--- config.mk ---
export PLATFORM = sky130hd
export DESIGN_NAME = sprite_frame_sync
export DESIGN_NICKNAME = d
export VERILOG_FILES = /design/src/rtl/sprite_pkg.sv /design/src/rtl/sprite_frame_sync.sv
export SDC_FILE = /design/constraint.sdc
export NUM_CORES = 1
export LEC_CHECK = 0
export CAP_MARGIN = 25
export CORE_MARGIN = 2
export CORE_UTILIZATION = 49
export CTS_CLUSTER_DIAMETER = 150
export DETAILED_ROUTE_END_ITERATION = 7
export MAX_ROUTING_LAYER = met4
export PLACE_DENSITY_LB_ADDON = 0.08
export SYNTH_ARGS = -nofsm -noshare
export SYNTH_HDL_FRONTEND = slang
export SYNTH_SLANG_ARGS = --single-unit
--- constraint.sdc ---
create_clock -name clk -period 9 [get_ports clk]
set_clock_uncertainty 0.15 [all_clocks]
set_input_delay 0.9 -clock clk [delete_from_list [all_inputs] [get_ports clk]]
set_output_delay 0.9 -clock clk [all_outputs]
set_load 0.1 [all_outputs]
--- src/rtl/sprite_pkg.sv ---
// ----------------------------------------------------------------------------
// sprite_pkg: shared constants, state encoding and default sprite positions.
// Rev 1.0
// ----------------------------------------------------------------------------
`timescale 1ns/1ps
`default_nettype none

package sprite_pkg;

  localparam int VACTIVE = 480;

  localparam logic [8:0] CTRL_ADDR   = 9'h100;
  localparam logic [8:0] STATUS_ADDR = 9'h101;
  localparam logic [8:0] FRAME_ADDR  = 9'h102;

  typedef enum logic [1:0] {
    IDLE   = 2'd0,
    ARMED  = 2'd1,
    COMMIT = 2'd2
  } state_e;

  // Start positions for the stock sprites; values past 255 wrap into 8 bits.
  localparam logic [7:0] DINO_X     = 8'(100);
  localparam logic [7:0] DINO_Y     = 8'(100);
  localparam logic [7:0] JUMP_X     = 8'(200);
  localparam logic [7:0] JUMP_Y     = 8'(150);
  localparam logic [7:0] DUCK_X     = 8'(300);
  localparam logic [7:0] DUCK_Y     = 8'(200);
  localparam logic [7:0] CACTUS_X   = 8'(500);
  localparam logic [7:0] CACTUS_Y   = 8'(100);
  localparam logic [7:0] GODZILLA_X = 8'(100);
  localparam logic [7:0] GODZILLA_Y = 8'(260);

  localparam logic [16*8-1:0] SPRITE_RESET_VAL = {
    48'h0,
    GODZILLA_Y, GODZILLA_X,
    CACTUS_Y,   CACTUS_X,
    DUCK_Y,     DUCK_X,
    JUMP_Y,     JUMP_X,
    DINO_Y,     DINO_X
  };

endpackage

`default_nettype wire

--- src/rtl/sprite_frame_sync.sv ---
// ----------------------------------------------------------------------------
// sprite_frame_sync: bus-writable shadow registers copied to the live set
// one register per cycle during vertical blank. Rev 1.0
// ----------------------------------------------------------------------------
`timescale 1ns/1ps
`default_nettype none

module sprite_frame_sync #(
  parameter int NUM_REGS = 16,
  parameter int DATA_W   = 8,
  parameter int VACTIVE  = sprite_pkg::VACTIVE,
  parameter logic [NUM_REGS*DATA_W-1:0] RESET_VAL = '0
) (
  input  logic                       clk,
  input  logic                       reset,
  input  logic                       chipselect,
  input  logic                       write,
  input  logic                       read,
  input  logic [8:0]                 address,
  input  logic [31:0]                writedata,
  output logic [31:0]                readdata,
  input  logic [9:0]                 vcount,
  output logic [NUM_REGS*DATA_W-1:0] live_regs,
  output logic                       irq,
  output logic [15:0]                frame_count
);

  import sprite_pkg::*;

  localparam int IDX_W = (NUM_REGS > 1) ? $clog2(NUM_REGS) : 1;
  localparam logic [IDX_W-1:0] LAST_IDX = IDX_W'(NUM_REGS - 1);

  logic [9:0]                 vcount_prev_q;
  logic [15:0]                frame_count_q;
  logic [NUM_REGS*DATA_W-1:0] shadow_q;
  logic [NUM_REGS*DATA_W-1:0] live_q;
  logic [31:0]                readdata_q;
  logic [31:0]                readdata_d;
  logic                       auto_q;
  logic                       pending_q;
  logic                       irq_q;
  logic [IDX_W-1:0]           idx_q;
  state_e                     state_q;

  logic vblank_start;
  logic bus_wr;
  logic bus_rd;
  logic shadow_hit;
  logic ctrl_wr;
  logic go;
  logic irq_clr;
  logic busy;

  assign vblank_start = (vcount == 10'(VACTIVE)) && (vcount_prev_q != 10'(VACTIVE));
  assign bus_wr       = chipselect && write;
  assign bus_rd       = chipselect && read;
  assign shadow_hit   = (address < 9'(NUM_REGS));
  assign ctrl_wr      = bus_wr && (address == CTRL_ADDR);
  assign go           = ctrl_wr && writedata[0];
  assign irq_clr      = bus_wr && (address == STATUS_ADDR) && writedata[1];
  assign busy         = (state_q == COMMIT);

  logic unused_ok;
  assign unused_ok = ^writedata[31:DATA_W];

  always_ff @(posedge clk or posedge reset) begin
    if (reset) begin
      vcount_prev_q <= '0;
      frame_count_q <= '0;
    end else begin
      vcount_prev_q <= vcount;
      if (vblank_start) begin
        frame_count_q <= frame_count_q + 16'd1;
      end
    end
  end

  always_comb begin
    readdata_d = '0;
    if (shadow_hit) begin
      readdata_d = 32'(shadow_q[address[IDX_W-1:0]*DATA_W +: DATA_W]);
    end else begin
      case (address)
        CTRL_ADDR:   readdata_d = {30'd0, auto_q, 1'b0};
        STATUS_ADDR: readdata_d = {29'd0, busy, irq_q, pending_q};
        FRAME_ADDR:  readdata_d = {16'd0, frame_count_q};
        default:     readdata_d = '0;
      endcase
    end
  end

  always_ff @(posedge clk or posedge reset) begin
    if (reset) begin
      shadow_q   <= RESET_VAL;
      auto_q     <= 1'b0;
      readdata_q <= '0;
    end else begin
      if (bus_wr && shadow_hit) begin
        shadow_q[address[IDX_W-1:0]*DATA_W +: DATA_W] <= writedata[DATA_W-1:0];
      end
      if (ctrl_wr) begin
        auto_q <= writedata[1];
      end
      if (bus_rd) begin
        readdata_q <= readdata_d;
      end
    end
  end

  // The irq clear is placed before the set so that a same-cycle set wins.
  always_ff @(posedge clk or posedge reset) begin
    if (reset) begin
      state_q   <= IDLE;
      idx_q     <= '0;
      pending_q <= 1'b0;
      irq_q     <= 1'b0;
      live_q    <= RESET_VAL;
    end else begin
      if (irq_clr) begin
        irq_q <= 1'b0;
      end
      if (go) begin
        pending_q <= 1'b1;
      end
      case (state_q)
        IDLE, ARMED: begin
          if (vblank_start && (pending_q || auto_q)) begin
            state_q   <= COMMIT;
            idx_q     <= '0;
            pending_q <= go;
          end else if (go) begin
            state_q <= ARMED;
          end
        end
        COMMIT: begin
          // Copy reads the shadow as it stands this cycle, so bus writes to
          // indices not yet reached still make it into this frame.
          live_q[idx_q*DATA_W +: DATA_W] <= shadow_q[idx_q*DATA_W +: DATA_W];
          if (idx_q == LAST_IDX) begin
            idx_q   <= '0;
            irq_q   <= 1'b1;
            state_q <= (pending_q || go) ? ARMED : IDLE;
          end else begin
            idx_q <= idx_q + IDX_W'(1);
          end
        end
        default: state_q <= IDLE;
      endcase
    end
  end

  assign readdata    = readdata_q;
  assign live_regs   = live_q;
  assign irq         = irq_q;
  assign frame_count = frame_count_q;

endmodule

`default_nettype wire

After elaboration in Yosys (flattened, before gate mapping)
Index checks and enable logic that the tools add are counted.

Memory bits (writable): 0. Memories: 0. Register bits after elaboration: 323. Input port bits: 56. ROM bits: 0. Word-level logic and storage cells: 66. Bits in latches: 0.

Multipliers: 0. Bitwise operators: 0. Reduce and logical (&&, ||, !) cells: 16. Magnitude comparators: 1. Muxes and demuxes: 18. Divide/modulo/power cells: 0. Add/subtract/negate cells: 4. Shift operators: 6. Equal/unequal tests: 11.

Operators by type and width (count): bitwise mux 128 bit (2); variable shift 8 x 34 -> 128 bit, first input constant (2); variable part select 128 x 8 -> 8 bit (2); variable part select 8 x 34 -> 128 bit (2); negation 7 -> 34 bit (2); one-hot mux 16 bit (3 select lines) (1); equality test 9 bit, second input constant (3); adder 16 x 1 -> 16 bit, second input constant (1); 2-to-1 mux 16 bit (1); equality test 10 x 9 -> 1 bit, second input constant (1); inequality test 10 x 9 -> 1 bit, second input constant (1); logical AND 1 bit (9); < comparator 9 x 5 -> 1 bit, second input constant (1); 2-to-1 mux 4 bit (2); one-hot mux 4 bit (2 select lines) (1); 2-to-1 mux 1 bit (7); 2-to-1 mux 2 bit (3); adder 4 x 1 -> 4 bit, second input constant (1); equality test 4 bit, second input constant (1); one-hot mux 2 bit (2 select lines) (1); AND reduction 2 bit (2); inequality test 3 bit, second input constant (1); equality test 2 x 1 -> 1 bit, second input constant (1); equality test 2 bit, second input constant (1); other kinds (6) (7).

Depth between registers and ports, before layout
Gate-level depths: netlist of run 1.

Depth in word-level cells: 7. Depth in mapped cells: 12.

Worst setup path after synthesis of run 1
No wires, ideal clock.

Path kind: input to register. Start: in address[1]. End: reg shadow_q[0]. Buffers on the path: 3. Setup time: 0.079 ns. Slack: 5.200 ns. Cell stages on the path: 9. Data arrival time: 3.570 ns. Cell sequence: buf_2 > buf_2 > buf_1 > inv_1 > ha_1 > or2_2 > or4_1 > nor4_4 > mux2i_1.

Longest elaborated chain between the ends: 3. Elaborated cells between the ends (all ways): 6.

RTL lines: start, declared (line sprite_frame_sync.sv:19) `input logic [8:0] address,`; negation 7 -> 34 bit (line sprite_frame_sync.sv:99) `shadow_q[address[IDX_W-1:0]*DATA_W +: DATA_W] <= writedata[DATA_W-1:0];`; variable part select 8 x 34 -> 128 bit or variable shift 8 x 34 -> 128 bit (tied branches) (line sprite_frame_sync.sv:99); bitwise mux 128 bit (line sprite_frame_sync.sv:99); end signal, assigned by index (line sprite_frame_sync.sv:99); end, declared (line sprite_frame_sync.sv:35) `logic [NUM_REGS*DATA_W-1:0] shadow_q;`.

Several ways; a longest one is shown, not always the timed one. A chain may end at the register's enable or synchronous reset.

Worst setup path in the final report of run 1
Start: in address[0]. End: reg shadow_q[7].

The elaborated chain is that of the path after synthesis.

==> impl_metrics.env, run 1 <==
export IMPL_p_per_area_nw_per_um2=169.7
export IMPL_max_freq_ghz=0.2396
export IMPL_synth_simple_area_share_pct=12.47
export IMPL_gp_congestion=0.8586
export IMPL_wl_met3_um=2846
export IMPL_synth_top_family_by_area="compound AO/OA/AOI/OAI gates"
export IMPL_hold_viol_final=0
export IMPL_rsz0062_at_grt="false"
export IMPL_muxShareOfSynthArea_pct=13.75
export IMPL_synth_adder_area_share_pct=1.050
export IMPL_path_buf_inv=3
export IMPL_reg2reg_depth=5
export IMPL_wl_per_cell_um=22.47
export IMPL_numCtsBuffers=35
export IMPL_cpLargestDelayFamily="simple AND/OR/NAND/NOR gates"
export IMPL_grt_pass1_vias=10850
export IMPL_critPathKind="primary input to flip-flop"
export IMPL_antenna_found_initial=5
export IMPL_fin_nets=1481
export IMPL_clk_path_buf_depth=3
export IMPL_slew_viol_final=0
export IMPL_avgViaCountPerCell=5.997
export IMPL_drc=0
export IMPL_slowest_stage="nor4_4"
export IMPL_fin_crit_sh_pct=46.37
export IMPL_grt_pass1_wl_um=64160
export IMPL_yosys_warnings=0
export IMPL_ioPinCount=233
export IMPL_htreeDepth=2
export IMPL_top_layer_used="met4"
export IMPL_cts_tree="yes"
export IMPL_start_kind="primary input"
export IMPL_ys_seq_area_share_pct=53.71
export IMPL_rows=62
export IMPL_clk_pin_slew_ns=0.05
export IMPL_synth_seq_cells=307
export IMPL_critical_path_endpoint_type="flip-flop"
export IMPL_outcome="complete, no violations"
export IMPL_synthFlopType="dfrtp_1"
export IMPL_yosys_area_share_xor_xnor_pct=1.102
export IMPL_core_sq_um=28700
export IMPL_register_area_sq_um=7684
export IMPL_async_flop_share_pct=100.0
export IMPL_first_pass_iters=5
export IMPL_max_stage_delay_ns=0.77
export IMPL_cp_arrival_ns=4.45
export IMPL_slew_headroom_pct=24.78
export IMPL_synth_area_sq_um=14300
export IMPL_finalSetupTns_ns=0
export IMPL_mostFrequentLayoutCell="dfrtp_1"
export IMPL_p_leak_uw=0.007551
export IMPL_start_util_pct=49.83
export IMPL_hold_path_depth=2
export IMPL_syn_to_final_growth_pct=22.33
export IMPL_grt_start_max_net_pins=175
export IMPL_placedCellCount=1758
export IMPL_drive_gt1_share_pct=12.21
export IMPL_layout_min_cycle_time_ns=4.173
export IMPL_ys_types=66
export IMPL_synth_compound_area_share_pct=13.98
export IMPL_tightest_slew_ns=1.124
export IMPL_layout_common_cells="dfrtp_1 (306), nand2_1 (240), clkdlybuf4s50_1 (190), o21ai_0 (127), a22o_1 (104)"
export IMPL_drtAntennaViolNets=0
export IMPL_cts_setup_buffers=0
export IMPL_dp_hpwl_um=26760
export IMPL_dr_wl_met2_um=19360
export IMPL_cts_hold_buf=0
export IMPL_clkLatencyLatePin_ns=0.51
export IMPL_maxCapViolCount=0
export IMPL_min_path_type="flip-flop to flip-flop"
export IMPL_grt_usage_pct=28.13
export IMPL_path_cells="buf_2 -> buf_4 -> clkinv_1 -> ha_1 -> or2_2 -> or4_1 -> nor4_4 -> mux2i_1"
export IMPL_synth_edf_count=0
export IMPL_wl_um=40930
export IMPL_fin_cells=1822
export IMPL_n_fill_cell=2401
export IMPL_dieWidth_um=174.8
export IMPL_grt_overflow_total=0
export IMPL_drt_iter0_drc=961
export IMPL_port_buffer_count=192
export IMPL_synth_cells=1259
export IMPL_setup_viol=0
export IMPL_multi_input_area_sq_um=6121
export IMPL_cp_max_fo=36
export IMPL_die_h_um=174.8
export IMPL_vias=10930
export IMPL_wl_met1_um=17640
export IMPL_root_buffer="clkbuf_16"
export IMPL_fp_dieArea_sq_um=30570
export IMPL_syn_avg_cell_area_sq_um=11.36
export IMPL_cts_resized=0
export IMPL_clkSinkCount=307
export IMPL_ir_worst_vdd_mv=0.1463
export IMPL_critPathRequiredTime_ns=9.28
export IMPL_worst_path_stages=8
[synth_stat cells, types with 9 or more instances]
cell type  number  area, sq um
a21oi_1         9        45.04
ha_1           12        150.1
nor3_1         13        65.06
dfrtp_1       307         7682
nand2_1       240        900.9
buf_4          17        127.6
nand3_1        49        245.2
a22o_1        104        910.9
a22oi_1        19        142.6
buf_2          23        115.1
o21ai_0       127        635.6
mux2_2         34        382.9
clkbuf_1       54        202.7
xor2_1         17        148.9
mux4_2         59         1329
nor2_1         33        123.9
inv_1          17        63.81
mux2i_1        24        240.2
[through the flow]
step / hold slack (ns) / setup WS [ns] / area, sq um / power [uW] / utilization, %
floorplan: 0.3109 / 3.865 / 14360 / 1552 / -
global placement: 0.3260 / 4.388 / 16370 / 1605 / 57.04
detailed placement: 0.3381 / 4.367 / 16370 / 1605 / 57.04
CTS: 0.3505 / 4.896 / 17470 / 2987 / 60.88
global route: 0.3697 / 4.656 / 17500 / 3061 / 60.96
finish: 0.3467 / 4.827 / 17500 / 2970 / 60.96
[sequential cells by signal, indices dropped and copies added, names as in the netlist]
register / count
live_regs: 128
shadow_q: 128
frame_count: 16
readdata: 16
vcount_prev_q: 10
idx_q: 4
state_q: 2
auto_q: 1
irq: 1
pending_q: 1
[final cells by class]
cell class | count | share of cell area [%]
inverter | 18 | 0.4076
tap | 384 | 2.746
sequential | 307 | 43.91
clock inverter | 8 | 0.5292
clock buffer | 49 | 5.778
multi-input combinational | 845 | 34.98
antenna | 5 | 0.07151
timing repair buffer | 206 | 11.57
[final timing paths]
path / endpoint / slack [ns] / from
worst max-delay path: shadow_q[7] / 4.83 / address[0]
worst min-delay path: shadow_q[106] / 0.35 / shadow_q[106]
worst max register to register: live_regs[36] / 5.34 / idx_q[0]
worst min register to register: shadow_q[106] / 0.35 / shadow_q[106]
max in group asynchronous: live_regs[97] / 5.91 / reset
min in group asynchronous: live_regs[105] / 0.74 / reset
[logic make-up after synthesis]
kind of cell,count (synthesis)
buffers and inverters,122
adder cells (fa/ha/maj),12
XOR/XNOR,18
AO/OA/AOI/OAI,289
flip-flops,307
AND/OR/NAND/NOR,392
other,1
multiplexers,118
[worst reg2reg max path, stage by stage (launching register included)]
cell	delay, ns
dfrtp_2	0.77
buf_4	0.57
mux4_2	0.59
a22oi_1	0.34
nand2_1	0.61
mux2_2	0.53
[layer usage]
metal,vias to the layer above,global-route usage [%]
li1,4866,-
met1,5557,37.98
met2,438,42.82
met3,65,5.527
met4,0,10.00
met5,-,-
[report_power, final]
group / switching, uW / internal, uW
registers: 4.43 / 1390
clock network: 552 / 836
logic: 146 / 44.1
Note: power is estimated with default switching activity, not from simulation.
==> inputs of run 2 (changes only) <==
clock period = 3.7 ns   (was 9 ns; I/O delays follow)
==> run 2 against run 1 <==
Design area rose by 1.2%. Hold slack got worse by 0.17 ns. Clock power rose by 140%. Sequential share of layout area fell by 0.51 points. Setup slack got worse by 4.2 ns. Count of clock-buffer cells in the layout rose by 4. Die area did not move. Critical path depth fell by 2. Global-route usage fell by 0.31 points. Via count fell by 0.66%.
==> impl_metrics.env, run 2 (same netlist as run 1, synthesis figures left out) <==
export IMPL_outcome="complete, no violations"
export IMPL_grt_pass1_vias=10690
export IMPL_vias=10850
export IMPL_dp_hpwl_um=27860
export IMPL_die_h_um=174.8
export IMPL_cts_setup_buffers=0
export IMPL_grt_start_max_net_pins=77
export IMPL_timing_final_ws_setup_ns=0.5941
export IMPL_layout_min_cycle_time_ns=3.106
export IMPL_fin_crit_sh_pct=83.94
export IMPL_reg2reg_depth=6
export IMPL_port_buffer_count=192
export IMPL_drtAntennaViolNets=0
export IMPL_root_buffer="clkbuf_16"
export IMPL_rrSetupSlack_ns=0.59
export IMPL_hold_slack_ns=0.1799
export IMPL_grt_usage_pct=27.82
export IMPL_start_util_pct=49.83
export IMPL_first_pass_iters=7
export IMPL_critPathLaunch="idx_q[0]"
export IMPL_clkSinkCount=307
export IMPL_grt_pass1_wl_um=63560
export IMPL_wl_um=40780
export IMPL_ir_worst_vdd_mv=0.4042
export IMPL_avgViaCountPerCell=5.893
export IMPL_switchingPower_uw=1705
export IMPL_start_kind="flip-flop"
export IMPL_reg2reg_to="live_regs[6]"
export IMPL_mostFrequentLayoutCell="dfrtp_1"
export IMPL_cp_arrival_ns=3.35
export IMPL_cts_hold_buf=0
export IMPL_drive_gt1_share_pct=13.32
export IMPL_p_seq_share_pct=46.8
export IMPL_clk_path_buf_depth=3
export IMPL_endpoint="live_regs[6]"
export IMPL_slew_headroom_pct=30.58
export IMPL_core_sq_um=28700
export IMPL_antenna_found_initial=2
export IMPL_critPathKind="flip-flop to flip-flop"
export IMPL_dieWidth_um=174.8
export IMPL_internal_power_uw=5518
export IMPL_rsz0062_at_grt="false"
export IMPL_fp_dieArea_sq_um=30570
export IMPL_power_uw=7223
export IMPL_cts_tree="yes"
export IMPL_layout_common_cells="dfrtp_1 (306), nand2_1 (240), clkdlybuf4s50_1 (190), o21ai_0 (127), a22o_1 (104)"
export IMPL_drc=0
export IMPL_cp_max_fo=21
export IMPL_hold_viol_final=0
export IMPL_critical_path_endpoint_type="flip-flop"
export IMPL_drt_iter0_drc=831
export IMPL_n_fill_cell=2364
export IMPL_wl_per_cell_um=22.14
export IMPL_grt_overflow_total=0
export IMPL_pre_cts_ws_ns=0.3869
export IMPL_rows=62
export IMPL_setup_viol=0
export IMPL_clkLatencyLatePin_ns=0.51
export IMPL_comb_power_share_pct=6.7
export IMPL_slew_viol_final=0
export IMPL_syn_to_final_growth_pct=23.77
export IMPL_cts_resized=0
export IMPL_pwr_share_clk_pct=46.5
export IMPL_gp_congestion=0.8820
export IMPL_p_per_area_nw_per_um2=408.0
export IMPL_r2r_start="idx_q[0]"
export IMPL_tightest_slew_ns=1.038
export IMPL_max_freq_ghz=0.3220
export IMPL_fin_nets=1501
export IMPL_ioPinCount=233
export IMPL_clk_pin_slew_ns=0.06
export IMPL_htreeDepth=2
export IMPL_min_path_type="primary input to flip-flop"
export IMPL_swShare_pct=23.60
export IMPL_critPathRequiredTime_ns=3.94
export IMPL_p_leak_uw=0.007665
export IMPL_maxCapViolCount=0
export IMPL_numCtsBuffers=35
-- run 2: changes by cell type in the layout (fill, tap and decap cells not counted), sizes merged --
cell,before,now
buf,16,36
clkbuf,49,53
clkinv,6,5
clkinvlp,2,1
diode,5,2
inv,16,17
-- run 2: worst min path at each step --
stage,startpoint,to,depth (start not counted)
CTS,vcount[8],vcount_prev_q[8],1
global route,vcount[8],vcount_prev_q[8],1
finish,vcount[8],vcount_prev_q[8],1
detailed placement,shadow_q[87],shadow_q[87],2
floorplan,vcount[0],vcount_prev_q[0],0
global placement,shadow_q[90],shadow_q[90],2
-- run 2: final cells by class --
| type | count | area [sq um] | area share (%) |
|---|---|---|---|
| Timing Repair Buffer | 226 | 2242 | 12.67 |
| Tap cell | 384 | 480.5 | 2.714 |
| Antenna cell | 2 | 5.005 | 0.02827 |
| Multi-Input combinational cell | 845 | 6117 | 34.56 |
| Sequential cell | 307 | 7684 | 43.41 |
| Inverter | 18 | 71.32 | 0.4029 |
| Clock inverter | 7 | 88.84 | 0.5018 |
| Clock buffer | 53 | 1013 | 5.725 |
-- run 2: critical path, cell delays in order (launching register included) --
cell and delay [ns]:
dfrtp_2 0.38, buf_4 0.32, inv_1 0.18, ha_1 0.46, or3_1 0.42, or4_1 0.72, mux2_2 0.36
-- run 2: power by group through the flow --
stage	Clock, uW	Sequential (uW)	Combinational [uW]
after floorplan	0	3470	301
after global placement	0	3440	479
after detailed placement	0	3440	483
after CTS	3410	3380	485
after global routing	3540	3380	518
final	3360	3380	482
-- run 2: metrics by stage --
step                      utilization (%)  std cells  area [sq um]  setup TNS, ns
after floorplan                         -       1274         14360        -277.82
after global placement              57.82       1780         16590              0
after detailed placement            57.82       1780         16590              0
after CTS                           61.66       1840         17700              0
after global routing                61.67       1842         17700              0
final                               61.67       1842         17700              0
-- run 2: per-layer routing --
layer | share of wire [%] | up-vias | global-route usage (%)
li1 | - | 4913 | -
met1 | 44 | 5452 | 38.68
met2 | 47 | 417 | 42.46
met3 | 6.4 | 72 | 4.243
met4 | 2.7 | 0 | 8.958
met5 | 0 | - | -
